## src/rtl/vga_mem_arbiter.sv

```systemverilog
// vga_mem_arbiter: shares the framebuffer RAM port between the display scanner and buffered CPU traffic.
// Define VGA_ARB_STARVE_GUARD_EN to let a full write FIFO take one scanner slot after STARVE_LIMIT grants.
module vga_mem_arbiter #(
    parameter int ADDR_W       = 11,
    parameter int DATA_W       = 8,
    parameter int FIFO_DEPTH   = 4,
    parameter int STARVE_LIMIT = 8
) (
    input  logic              clk,
    input  logic              reset,
    input  logic              cpu_we,
    input  logic              cpu_re,
    input  logic [ADDR_W-1:0] cpu_addr,
    input  logic [DATA_W-1:0] cpu_wdata,
    output logic              cpu_stall,
    output logic              cpu_rvalid,
    output logic [DATA_W-1:0] cpu_rdata,
    input  logic              vga_req,
    input  logic [ADDR_W-1:0] vga_addr,
    output logic              vga_rvalid,
    output logic [DATA_W-1:0] vga_rdata,
    output logic [ADDR_W-1:0] mem_addr,
    output logic              mem_we,
    output logic [DATA_W-1:0] mem_wdata,
    input  logic [DATA_W-1:0] mem_rdata
);
    localparam int PTR_W = $clog2(FIFO_DEPTH);
    localparam int CNT_W = $clog2(FIFO_DEPTH + 1);

    logic [ADDR_W-1:0] fifo_addr [FIFO_DEPTH];
    logic [DATA_W-1:0] fifo_data [FIFO_DEPTH];
    logic [PTR_W-1:0]  head;
    logic [PTR_W-1:0]  tail;
    logic [CNT_W-1:0]  count;
    logic              fifo_full;
    logic              fifo_empty;
    logic              force_drain;
    logic              scan_grant;
    logic              cpu_rd_grant;
    logic              drain;
    logic              push;
    logic [ADDR_W-1:0] last_addr;
    logic [DATA_W-1:0] last_wdata;
    logic              vga_pend;
    logic              cpu_pend;

    assign fifo_full  = (count == CNT_W'(FIFO_DEPTH));
    assign fifo_empty = (count == '0);

    // A CPU read waits for an empty FIFO so it always sees every earlier store.
    always_comb begin
        scan_grant   = !reset && vga_req && !force_drain;
        cpu_rd_grant = !reset && cpu_re && !cpu_we && fifo_empty && !vga_req;
        drain        = !reset && !scan_grant && !cpu_rd_grant && !fifo_empty;
        push         = !reset && cpu_we && !fifo_full;
    end

    assign cpu_stall = reset || (cpu_we ? fifo_full : (cpu_re && !cpu_rd_grant));

    always_comb begin
        mem_addr  = last_addr;
        mem_wdata = last_wdata;
        mem_we    = drain;
        if (reset) begin
            mem_addr  = '0;
            mem_wdata = '0;
        end else if (scan_grant) begin
            mem_addr = vga_addr;
        end else if (cpu_rd_grant) begin
            mem_addr = cpu_addr;
        end else if (drain) begin
            mem_addr  = fifo_addr[head];
            mem_wdata = fifo_data[head];
        end
    end

    always_ff @(posedge clk) begin
        if (reset) begin
            last_addr  <= '0;
            last_wdata <= '0;
            vga_pend   <= 1'b0;
            cpu_pend   <= 1'b0;
        end else begin
            last_addr  <= mem_addr;
            last_wdata <= mem_wdata;
            vga_pend   <= scan_grant;
            cpu_pend   <= cpu_rd_grant;
        end
    end

    assign vga_rvalid = vga_pend;
    assign cpu_rvalid = cpu_pend;
    assign vga_rdata  = vga_pend ? mem_rdata : '0;
    assign cpu_rdata  = cpu_pend ? mem_rdata : '0;

    always_ff @(posedge clk) begin
        if (push) begin
            fifo_addr[tail] <= cpu_addr;
            fifo_data[tail] <= cpu_wdata;
        end
    end

    always_ff @(posedge clk) begin
        if (reset) begin
            head  <= '0;
            tail  <= '0;
            count <= '0;
        end else begin
            if (push)  tail <= tail + 1'b1;
            if (drain) head <= head + 1'b1;
            case ({push, drain})
                2'b10:   count <= count + 1'b1;
                2'b01:   count <= count - 1'b1;
                default: count <= count;
            endcase
        end
    end

`ifdef VGA_ARB_STARVE_GUARD_EN
    localparam int SC_W = $clog2(STARVE_LIMIT + 1);
    logic [SC_W-1:0] starve_cnt;

    // Only scanner wins against a full FIFO count toward starvation.
    assign force_drain = (starve_cnt >= SC_W'(STARVE_LIMIT));

    always_ff @(posedge clk) begin
        if (reset) begin
            starve_cnt <= '0;
        end else if (scan_grant && fifo_full) begin
            starve_cnt <= starve_cnt + 1'b1;
        end else begin
            starve_cnt <= '0;
        end
    end
`else
    assign force_drain = 1'b0;
`endif
endmodule

```

## config.mk

```make
export PLATFORM = sky130hd
export DESIGN_NAME = vga_mem_arbiter
export DESIGN_NICKNAME = d
export VERILOG_FILES = /design/src/rtl/vga_mem_arbiter.sv
export SDC_FILE = /design/constraint.sdc
export NUM_CORES = 1
export LEC_CHECK = 0
export ABC_AREA = 1
export BUFFER_PORTS_ARGS = -buffer_cell sky130_fd_sc_hd__buf_4
export CAP_MARGIN = 20
export CORE_MARGIN = 8
export CORE_UTILIZATION = 60
export DETAILED_ROUTE_END_ITERATION = 12
export GPL_TIMING_DRIVEN = 1
export PLACE_DENSITY = 0.91
export RECOVER_POWER = 25
export SYNTH_ARGS = -nofsm -noshare
export SYNTH_HDL_FRONTEND = slang
export SYNTH_SLANG_ARGS = --single-unit
```

## constraint.sdc

```tcl
create_clock -name clk -period 5.2 [get_ports clk]
set_input_delay 0.52 -clock clk [delete_from_list [all_inputs] [get_ports clk]]
set_output_delay 0.52 -clock clk [all_outputs]
set_load 0.05 [all_outputs]
```

# [Yosys cells after proc, flatten, opt, wreduce, memory -nomap -nowiden]
# Memories as Yosys holds them, arrays and structs flattened. A register that Yosys moved wholly into a read port is not among the register bits.
# Index checks and enable logic that the tools add are counted.
# Widths: inputs -> output; s select.
[totals] register_bits=28 ramBits=76 in_bits=43 out_inout_bits=39 elab_cells=55 n_memories=2
[op_classes] addsub=4 n_eq_ne=3 mux=18 n_reduce_logical=21
[mem_list] memory="fifo_addr" depth=4 width=11 read_ports=1 rd_clocked_by_memory_dff=1 wr=1 line_no="30" source="logic [ADDR_W-1:0] fifo_addr [FIFO_DEPTH];"
[mem_list] memory="fifo_data" depth=4 width=8 read_ports=1 rd_clocked_by_memory_dff=1 wr=1 line_no="31" source="logic [DATA_W-1:0] fifo_data [FIFO_DEPTH];"
[ops] cell="$mux 8" count=6
[ops] cell="$mux 11" count=4
[ops] cell="$logic_and 1x1->1" count=11
[ops] cell="$mux 2" count=4
[ops] cell="$logic_not 1->1" count=7
[ops] cell="$pmux 3 s2" count=1
[ops] cell="$add 2x1->2 const B" count=2
[ops] cell="$add 3x1->3 const B" count=1
[ops] cell="$eq 3x3->1 const B" count=1
[ops] cell="$logic_not 3->1" count=1
[ops] cell="$mux 1" count=3
[ops] cell="$sub 3x1->3 const B" count=1
[ops] cell="$eq 2x1->1 const B" count=1
[ops] cell="$eq 2x2->1 const B" count=1
[ops] cell="$reduce_bool 2->1" count=1
[ops] cell="$logic_or 1x1->1" count=1

# [Logic depth before layout (Yosys ltp)]
# Gate-level depths: netlist of run 1.
[depth] ltp_word=12 ltp_mapped=11 mapped_depth_nobuf=10

# [Least setup slack after synthesis of run 1]
# Ideal clock, no wire load.
[synth_timing] path_type="input -> output" start="input vga_req" end="output mem_wdata[4]" arrival_ps=2191 required_ps=4680 setup_slack_ps=2489 path_stages=6 n_path_buf=1 cell_sequence="nor2_4 nand2_4 inv_4 buf_6 nor2_1 nor3_1"
[synth_via] elab_chain_len=9 word_cells_on_any_way=12 classes_between="mux (4); reduce/logical (8)"
[synth_lines] element="start: declaration" line_no="18" source="input logic vga_req,"
[synth_lines] element="$logic_and 1x1->1 or $logic_not 1->1 (tied branches)" line_no="52, 53"
[synth_lines] element="$logic_not 1->1 or $logic_and 1x1->1 (tied branches)" line_no="54, 53"
[synth_lines] element="$logic_and 1x1->1 or $logic_not 1->1 (tied branches)" line_no="54" source="drain = !reset && !scan_grant && !cpu_rd_grant && !fifo_empty;"
[synth_lines] element="$logic_and 1x1->1 * (2 in series)" line_no="54"
[synth_lines] element="net mem_we" line_no="23" source="output logic mem_we,"
[synth_lines] element="$mux 8 *" line_no="71" source="end else if (drain) begin"
[synth_lines] element="$mux 8 *" line_no="69" source="end else if (cpu_rd_grant) begin"
[synth_lines] element="$mux 8 *" line_no="67" source="end else if (scan_grant) begin"
[synth_lines] element="$mux 8 *" line_no="64" source="if (reset) begin"
[synth_lines] element="end: declaration" line_no="24" source="output logic [DATA_W-1:0] mem_wdata,"
# Mark *: on every way through the listed nets, which the timed path passes. The rest lies on a longest branch.

==> impl_metrics.env, run 1 <==
export IMPL_clock_skew_ns=0.00885
export IMPL_max_cap_violations=0
export IMPL_cts_root_buffer="clkbuf_8"
export IMPL_crit_chain="inv_2 > nand3_1 > a21oi_1 > nor3_1 > buf_4"
export IMPL_synth_top_family_by_area="simple AND/OR/NAND/NOR gates"
export IMPL_yosysSeqAreaShare_pct=60.2
export IMPL_critPathArrivalTime_ns=2.48
export IMPL_antenna_found_initial=0
export IMPL_power_density_nw_per_um2=317
export IMPL_chipWidth_microns=105
export IMPL_core_area_sq_um=7730
export IMPL_clkTransAtPathRegs_ns=0.10
export IMPL_synth_area_mux_share_pct=0
export IMPL_first_iter_violations=321
export IMPL_grt_pass1_vias=3631
export IMPL_holdBufCountCts=0
export IMPL_ios=82
export IMPL_worstPathMaxFanout=20
export IMPL_clk_latency_ns=0.37
export IMPL_wl_per_cell_microns=15.6
export IMPL_crit_required_ns=4.68
export IMPL_synth_most_common_cell="nand2_1"
export IMPL_wl_microns=11000
export IMPL_synth_nets=573
export IMPL_synth_common_cells="nand2_1, inv_1, edfxtp_1"
export IMPL_status="completed"
export IMPL_cts_tree="yes"
export IMPL_synthAdderAreaFrac_pct=1.72
export IMPL_synthFlopType="edfxtp_1"
export IMPL_gp_congestion=0.809
export IMPL_finalSetupTns_ns=0
export IMPL_leakagePower_nw=2.67
export IMPL_grt_max_degree=40
export IMPL_post_cts_buffers=0
export IMPL_synth_xor_xnor_area_share_pct=0
export IMPL_overflow=0
export IMPL_cts_buffer_depth=2
export IMPL_p_total_mw=1.76
export IMPL_period_share_pct=57.6
export IMPL_vias_per_cell=5.27
export IMPL_rr_startpoint="count[0]$_SDFFE_PP0P_"
export IMPL_synth_compound_area_share_pct=5.51
export IMPL_synth_edff_count=76
export IMPL_final_hold_violation_count=0
export IMPL_nets=647
export IMPL_area_delta_synth_final_pct=15.9
export IMPL_reg2reg_depth=10
export IMPL_routed_via_count=3718
export IMPL_holdPathStages=3
export IMPL_path_class="reg -> out"
export IMPL_yosys_area_top_type="edfxtp_1"
export IMPL_slowest_stage="dfxtp_1"
export IMPL_synthSimpleGateAreaFrac_pct=23.3
export IMPL_dp_hpwl_microns=7150
export IMPL_async_reset_ff_share_pct=0
export IMPL_min_path_type="in -> reg"
export IMPL_rrSetupSlack_ns=2.89
export IMPL_grtUsageTotal_pct=19.9
export IMPL_rr_endpoint="count[2]$_SDFFE_PP0P_"
export IMPL_cts_resized_gates=0
export IMPL_port_buffers=81
export IMPL_avgSynthCellArea_sq_um=9.14
export IMPL_critPathCaptureType="output pin"
export IMPL_layout_drive_gt1_share_pct=16.9
export IMPL_fin_crit_ns=3.00
export IMPL_synthTopCellsByArea="edfxtp_1, nand2_1, dfxtp_1"
export IMPL_placementRows=32
export IMPL_ys_types=22
export IMPL_cts_htree_levels=3
export IMPL_critPathCapture="mem_wdata[4]"
export IMPL_slowest_delay_ns=0.88
export IMPL_initial_core_util_pct=62.0
export IMPL_drv_slew=0
export IMPL_synth_top_area_share_pct=47.6
export IMPL_ys_warnings_count=0
export IMPL_max_freq_mhz=334
export IMPL_finalSetupViolations=0
export IMPL_grt_pass1_wl_microns=17700
export IMPL_ant_nets=0
export IMPL_drtPass1Iterations=4
export IMPL_cts_sink_count=106
export IMPL_die_y_microns=105
export IMPL_synth_area_sq_um=4790
export IMPL_dieArea_sq_um=11100
export IMPL_vdd_drop_max_mv=0.175
export IMPL_postLayoutCoreUtil_pct=71.9
export IMPL_slew_headroom_pct=39.5
export IMPL_syn_instance_count=524
export IMPL_synth_seq_cells=106
export IMPL_post_route_drc_count=0
export IMPL_tightest_slew_ns=0.905
export IMPL_diodes=0
export IMPL_rsz0062_at_grt="false"
export IMPL_cts_buffers=9
export IMPL_critPathLaunchType="flip-flop"
==> layout by cell type (no fill, tap or decap), drive strengths merged <==
| cell type | Yosys | final |
|---|---|---|
| nand3 | 42 | 42 |
| nand2 | 168 | 168 |
| ha | 5 | 5 |
| inv | 80 | 82 |
| fa | 1 | 1 |
| nor2 | 47 | 47 |
| clkbuf | 5 | 26 |
| dfxtp | 30 | 30 |
| buf | 18 | 70 |
| a31oi | 11 | 11 |
| edfxtp | 76 | 76 |
| bufinv | 0 | 1 |
| clkinv | 0 | 3 |
| o21ai | 19 | 19 |
| a21oi | 20 | 20 |
| nor3 | 2 | 2 |
==> registers in the layout, summed over array words and instances, names as in the netlist, named ones only <==
name	cells
last_wdata	8
last_addr	11
head	2
fifo_addr	44
vga_rvalid	1
tail	2
cpu_rvalid	1
count	3
fifo_data	32
==> power by group <==
| part | leakage, nW | internal, mW | switching, mW |
|---|---|---|---|
| logic | 1.64 | 0.0877 | 0.215 |
| clock network | 0.0987 | 0.225 | 0.276 |
| registers | 0.936 | 0.939 | 0.0155 |
| total | 2.67 | 1.25 | 0.507 |
==> metal layers <==
layer / global-route usage [%] / part of all wire (%) / vias up / wire, microns
li1: - / - / 1817 / -
met1: 23.7 / 39 / 1706 / 4330
met3: 5.60 / 8.8 / 20 / 968
met2: 33.7 / 50 / 175 / 5520
met4: 7.14 / 1.9 / 0 / 204
met5: 0 / 0 / - / 0
==> cell type report <==
type / instances / area, sq um
sequential: 106 / 2880
fill: 560 / 2170
multi-input combinational: 315 / 1460
timing repair buffer: 86 / 586
inverter: 80 / 303
clock buffer: 10 / 128
tap: 102 / 128
clock inverter: 6 / 65.1
==> critical path: cells and delay by family, from the launching register on <==
kind	cells	cell delay [ns]
DFF	1	0.88
and+or+nand+nor	2	0.47
buffers and inverters	2	0.65
AOI/OAI and AO/OA	1	0.10
==> metrics by stage <==
stage                     instance area, sq um  setup slack, ns  hold slack [ns]  cells
after floorplan                           4790             2.49            0.433    524
after global placement                    5420             2.59            0.444    689
after detailed placement                  5420             2.55            0.460    689
after CTS                                 5610             2.22            0.337    705
after global routing                      5550             2.04            0.354    705
final                                     5550             2.20            0.367    705
==> worst min path at each step <==
stage                               startpoint                   endpoint
final                              vga_addr[1]    last_addr[1]$_SDFF_PP0_
after global routing               vga_addr[3]    last_addr[3]$_SDFF_PP0_
after CTS                         cpu_wdata[0]  fifo_data[1][0]$_DFFE_PP_
after detailed placement  head[1]$_SDFFE_PP0N_       head[1]$_SDFFE_PP0N_
after global placement    head[1]$_SDFFE_PP0N_                  flip-flop
after floorplan           head[1]$_SDFFE_PP0N_                  flip-flop
==> cell families after synthesis <==
family / Yosys count
buffers and inverters: 103
adder cells (fa/ha/maj): 6
AND/OR/NAND/NOR: 259
AO/OA/AOI/OAI: 50
flip-flops: 106
No activity file was read; power rests on OpenSTA's default activity.
==> run 2: changes to the inputs <==
- CORE_UTILIZATION: 60 -> 56
- PLACE_DENSITY: 0.91 -> 0.87
- clock period: 5.2 -> 2.9 ns (I/O delays scaled with it)
==> run 2 against run 1 <==
Compared with the run above:
- register-to-register slack got worse by 2.3 ns
- cell count rose by 0.85%
- setup slack got worse by 1.8 ns
- worst hold slack got worse by 0.23 ns
- wire length fell by 2.9%
- sequential share of layout area fell by 0.22 points
- largest cell class unchanged
==> impl_metrics.env, run 2 (same netlist as run 1, synthesis figures left out) <==
export IMPL_vias_per_cell=5.22
export IMPL_initial_core_util_pct=58.0
export IMPL_status="completed"
export IMPL_grt_pass1_vias=3829
export IMPL_gp_congestion=0.814
export IMPL_chipWidth_microns=108
export IMPL_nets=650
export IMPL_grt_max_degree=39
export IMPL_critPathLaunchType="flip-flop"
export IMPL_fin_crit_ns=2.49
export IMPL_fin_ws_ns=0.410
export IMPL_critPathCaptureType="output pin"
export IMPL_holdBufCountCts=0
export IMPL_holdPathStages=3
export IMPL_cts_htree_levels=3
export IMPL_rsz0062_at_grt="false"
export IMPL_reg2reg_depth=10
export IMPL_dp_hpwl_microns=7240
export IMPL_worstHoldEndpoint="last_addr[1]$_SDFF_PP0_"
export IMPL_drtPass1Iterations=5
export IMPL_overflow=0
export IMPL_max_freq_mhz=402
export IMPL_grt_pass1_wl_microns=17300
export IMPL_path_class="reg -> out"
export IMPL_rrSetupSlack_ns=0.57
export IMPL_dieArea_sq_um=11800
export IMPL_grtUsageTotal_pct=18.8
export IMPL_cts_sink_count=106
export IMPL_core_area_sq_um=8260
export IMPL_clock_skew_ns=0.00375
export IMPL_clkTransAtPathRegs_ns=0.09
export IMPL_cts_buffers=9
export IMPL_worstPathMaxFanout=38
export IMPL_post_route_drc_count=0
export IMPL_drv_slew=0
export IMPL_rr_startpoint="count[0]$_SDFFE_PP0P_"
export IMPL_tightest_slew_ns=0.649
export IMPL_period_share_pct=85.9
export IMPL_cts_resized_gates=0
export IMPL_antenna_found_initial=0
export IMPL_ant_nets=0
export IMPL_layout_drive_gt1_share_pct=17.3
export IMPL_hold_path_startpoint="vga_addr[1]"
export IMPL_cts_buffer_depth=2
export IMPL_mostFrequentLayoutCells="nand2_1, inv_1, edfxtp_1"
export IMPL_final_hold_violation_count=0
export IMPL_post_cts_buffers=0
export IMPL_finalSetupTns_ns=0
export IMPL_top_regs="fifo_addr: 44 flops, fifo_data: 32 flops, last_addr: 11 flops"
export IMPL_leakagePower_nw=2.69
export IMPL_critPathArrivalTime_ns=2.20
export IMPL_n_fill_cell=620
export IMPL_vdd_drop_max_mv=0.263
export IMPL_cts_root_buffer="clkbuf_8"
export IMPL_max_cap_violations=0
export IMPL_rr_endpoint="count[2]$_SDFFE_PP0P_"
export IMPL_finalSetupViolations=0
export IMPL_crit_required_ns=2.61
export IMPL_first_iter_violations=289
export IMPL_placementRows=33
export IMPL_die_y_microns=108
export IMPL_diodes=0
export IMPL_largest_register="fifo_addr"
export IMPL_wl_microns=10700
export IMPL_routed_via_count=3711
export IMPL_area_delta_synth_final_pct=16.4
export IMPL_pre_cts_ws_ns=0.599
export IMPL_cts_tree="yes"
export IMPL_wl_per_cell_microns=15.0
export IMPL_min_path_type="in -> reg"
export IMPL_slew_headroom_pct=56.7
export IMPL_port_buffers=81
export IMPL_clk_latency_ns=0.36
export IMPL_mostFrequentLayoutCell="nand2_1"
export IMPL_ios=82
export IMPL_power_density_nw_per_um2=558
export IMPL_largest_reg_flops=44
==> run 2: how the worst max path moves through the flow <==
stage | slack, ns | cells after the start | to
after floorplan | 0.56 | 7 | mem_wdata[4]
after global placement | 0.76 | 9 | count[2]$_SDFFE_PP0P_
after detailed placement | 0.60 | 9 | count[2]$_SDFFE_PP0P_
after CTS | 0.42 | 8 | mem_addr[3]
after global routing | 0.14 | 8 | mem_addr[10]
final | 0.41 | 8 | mem_addr[10]
==> run 2: layout make-up <==
class / instances / area, sq um / area share, %
inverter: 80 / 303 / 5.43
timing repair buffer: 89 / 612 / 11.0
clock inverter: 5 / 55.1 / 0.987
tap: 105 / 131 / 2.36
multi-input combinational: 315 / 1460 / 26.2
sequential: 106 / 2880 / 51.7
clock buffer: 11 / 131 / 2.36
==> run 2: through the flow <==
| step | total power, mW | cell area, sq um | utilization [%] | cells | hold WS, ns |
|---|---|---|---|---|---|
| after CTS | 3.13 | 5630 | 68.2 | 711 | 0.114 |
| after global routing | 3.23 | 5580 | 67.5 | 711 | 0.142 |
| final | 3.11 | 5580 | 67.5 | 711 | 0.141 |
| after global placement | 2.27 | 5450 | 66.0 | 695 | 0.444 |
| after detailed placement | 2.29 | 5450 | 66.0 | 695 | 0.478 |
| after floorplan | 2.12 | 4790 | - | 524 | 0.369 |
==> run 2: layer usage <==
| layer | GRT usage [%] | up-vias | wire length (microns) |
|---|---|---|---|
| li1 | - | 1818 | - |
| met1 | 20.8 | 1694 | 4010 |
| met2 | 32.7 | 172 | 5390 |
| met3 | 4.10 | 27 | 1000 |
| met4 | 10.9 | 0 | 293 |
| met5 | 0 | - | 0 |
==> run 2: worst max-delay path, cell delays in order (launching register included) <==
cell,delay [ns]
dfxtp_1,0.47
inv_2,0.56
nor2_1,0.07
o21ai_0,0.23
nand3_1,0.10
nand2_1,0.08
nand2_1,0.07
nand2_1,0.06
buf_4,0.19
==> run 2: power by group <==
group | leakage, nW | total [mW] | switching (mW) | internal (mW)
Sequential | 0.936 | 1.71 | 0.0303 | 1.68
Clock | 0.0909 | 0.860 | 0.463 | 0.397
Combinational | 1.66 | 0.538 | 0.378 | 0.160
==> run 3: changes to the inputs <==
- CORE_UTILIZATION: 56 -> 58
- CTS_BUF_LIST: not set -> sky130_fd_sc_hd__clkbuf_2 sky130_fd_sc_hd__clkbuf_4 sky130_fd_sc_hd__clkbuf_8
- PLACE_DENSITY: 0.87 -> 0.89
- REMOVE_ABC_BUFFERS: not set -> 1
==> run 3 against run 2 <==
Compared with the run above:
- sequential power is essentially flat
- register-to-register slack improved by 0.02 ns
- setup slack improved by 0.14 ns
- cell count is 0.28% higher
- critical path type unchanged
- via count grew 1.6%
- wire length up 5.4%
- sequential cell count is the same
==> impl_metrics.env, run 3 (same netlist as run 1, synthesis figures left out) <==
export IMPL_status="completed"
export IMPL_cts_root_buffer="clkbuf_8"
export IMPL_fin_ws_ns=0.550
export IMPL_worstPathMaxFanout=38
export IMPL_clkTransAtPathRegs_ns=0.10
export IMPL_mostFrequentLayoutCells="nand2_1, inv_1, edfxtp_1"
export IMPL_finalSetupViolations=0
export IMPL_clock_skew_ns=0.00905
export IMPL_drtPass1Iterations=5
export IMPL_p_int_mw=2.34
export IMPL_min_path_type="in -> reg"
export IMPL_max_freq_mhz=426
export IMPL_grt_pass1_wl_microns=18100
export IMPL_diodes=0
export IMPL_vdd_drop_max_mv=0.405
export IMPL_post_route_drc_count=0
export IMPL_nets=652
export IMPL_critPathLaunchType="flip-flop"
export IMPL_port_buffers=81
export IMPL_grt_max_degree=39
export IMPL_post_cts_buffers=0
export IMPL_grtUsageTotal_pct=20.3
export IMPL_cts_tree="yes"
export IMPL_chipWidth_microns=107
export IMPL_critPathArrivalTime_ns=2.06
export IMPL_ios=82
export IMPL_crit_required_ns=2.61
export IMPL_critPathCaptureType="output pin"
export IMPL_clk_latency_ns=0.37
export IMPL_layout_drive_gt1_share_pct=17.8
export IMPL_wl_per_cell_microns=15.8
export IMPL_wl_microns=11300
export IMPL_timing_hold_ws_ns=0.124
export IMPL_overflow=0
export IMPL_cts_buffer_depth=2
export IMPL_seqPwrFrac_pct=52.3
export IMPL_tightest_slew_ns=0.680
export IMPL_rsz0062_at_grt="false"
export IMPL_power_density_nw_per_um2=581
export IMPL_pre_cts_ws_ns=0.657
export IMPL_ant_nets=0
export IMPL_cts_htree_levels=3
export IMPL_die_y_microns=107
export IMPL_vias_per_cell=5.29
export IMPL_cts_sink_count=106
export IMPL_first_iter_violations=278
export IMPL_holdPathStages=1
export IMPL_gp_congestion=0.857
export IMPL_antenna_found_initial=0
export IMPL_dpl_cell_count=697
export IMPL_final_hold_violation_count=0
export IMPL_period_share_pct=81.0
export IMPL_clockPowerShare_pct=31.0
export IMPL_path_class="reg -> out"
export IMPL_finalSetupTns_ns=0
export IMPL_leakagePower_nw=2.71
export IMPL_placementRows=33
export IMPL_slew_headroom_pct=54.6
export IMPL_p_total_mw=3.27
export IMPL_max_cap_violations=0
export IMPL_cts_buffers=9
export IMPL_drv_slew=0
export IMPL_reg2reg_depth=10
export IMPL_holdBufCountCts=0
export IMPL_largest_register="fifo_addr"
export IMPL_cts_resized_gates=0
export IMPL_fin_crit_ns=2.35
export IMPL_core_area_sq_um=8090
export IMPL_top_regs="fifo_addr: 44 flops, fifo_data: 32 flops, last_addr: 11 flops"
export IMPL_initial_core_util_pct=59.2
export IMPL_largest_reg_flops=44
export IMPL_area_delta_synth_final_pct=17.5
export IMPL_routed_via_count=3771
export IMPL_p_comb_share_pct=16.7
export IMPL_swShare_pct=28.5
export IMPL_mostFrequentLayoutCell="nand2_1"
export IMPL_dieArea_sq_um=11400
export IMPL_grt_pass1_vias=3830
export IMPL_p_switching_uw=933
export IMPL_dp_hpwl_microns=7710
export IMPL_fin_cells=713
run 3: cell count changes in the layout (fill, tap and decap cells not counted):
cell       delta
clkbuf_1      -1
clkinv_2      -1
inv_8         +1
inv_6         +1
buf_4         +1
bufinv_16     +1
run 3: final cells by class:
type                       instances  area, sq um
sequential                       106         2880
fill                             592         2470
multi-input combinational        315         1460
timing repair buffer              91          623
inverter                          80          303
tap                              105          131
clock buffer                       9          124
clock inverter                     7          100
run 3: critical path, stage by stage, from the launching register on:
cell and delay, ns:
dfxtp_1 0.34, inv_2 0.50, nor2_1 0.09, o21ai_0 0.23, nand3_2 0.08, nand2_1 0.08, nand2_1 0.08, nand2_1 0.08
buf_4 0.19
run 3: metal layers:
layer  vias to the layer above  wire length, microns  track usage, %  part of all wire, %
met1                      1737                  4380            22.9                   39
met3                        20                   998            4.38                  8.8
met2                       197                  5690            35.3                   50
met5                         -                     0               0                    0
li1                       1817                     -               -                    -
met4                         0                   210            10.7                  1.9
run 3: per-stage QoR:
step                instance area, sq um  util [%]
finish                              5630      69.5
global route                        5630      69.5
CTS                                 5690      70.3
detailed placement                  5460      67.5
global placement                    5460      67.5
floorplan                           4650         -
run 3: worst paths after layout:
path / slack (ns) / to / start
max: 0.55 / mem_addr[4] / flip-flop
max reg2reg: 0.59 / count[2]$_SDFFE_PP0P_ / count[0]$_SDFFE_PP0P_
min: 0.12 / fifo_addr[3][3]$_DFFE_PP_ / cpu_addr[3]
min reg2reg: 0.49 / head[1]$_SDFFE_PP0N_ / head[1]$_SDFFE_PP0N_
run 3: power groups by stage:
stage / clock network [mW] / logic [mW] / registers [mW]
floorplan: 0 / 0.340 / 1.75
finish: 1.01 / 0.546 / 1.71
global placement: 0 / 0.532 / 1.74
global route: 1.07 / 0.598 / 1.72
detailed placement: 0 / 0.551 / 1.75
CTS: 1.02 / 0.554 / 1.71
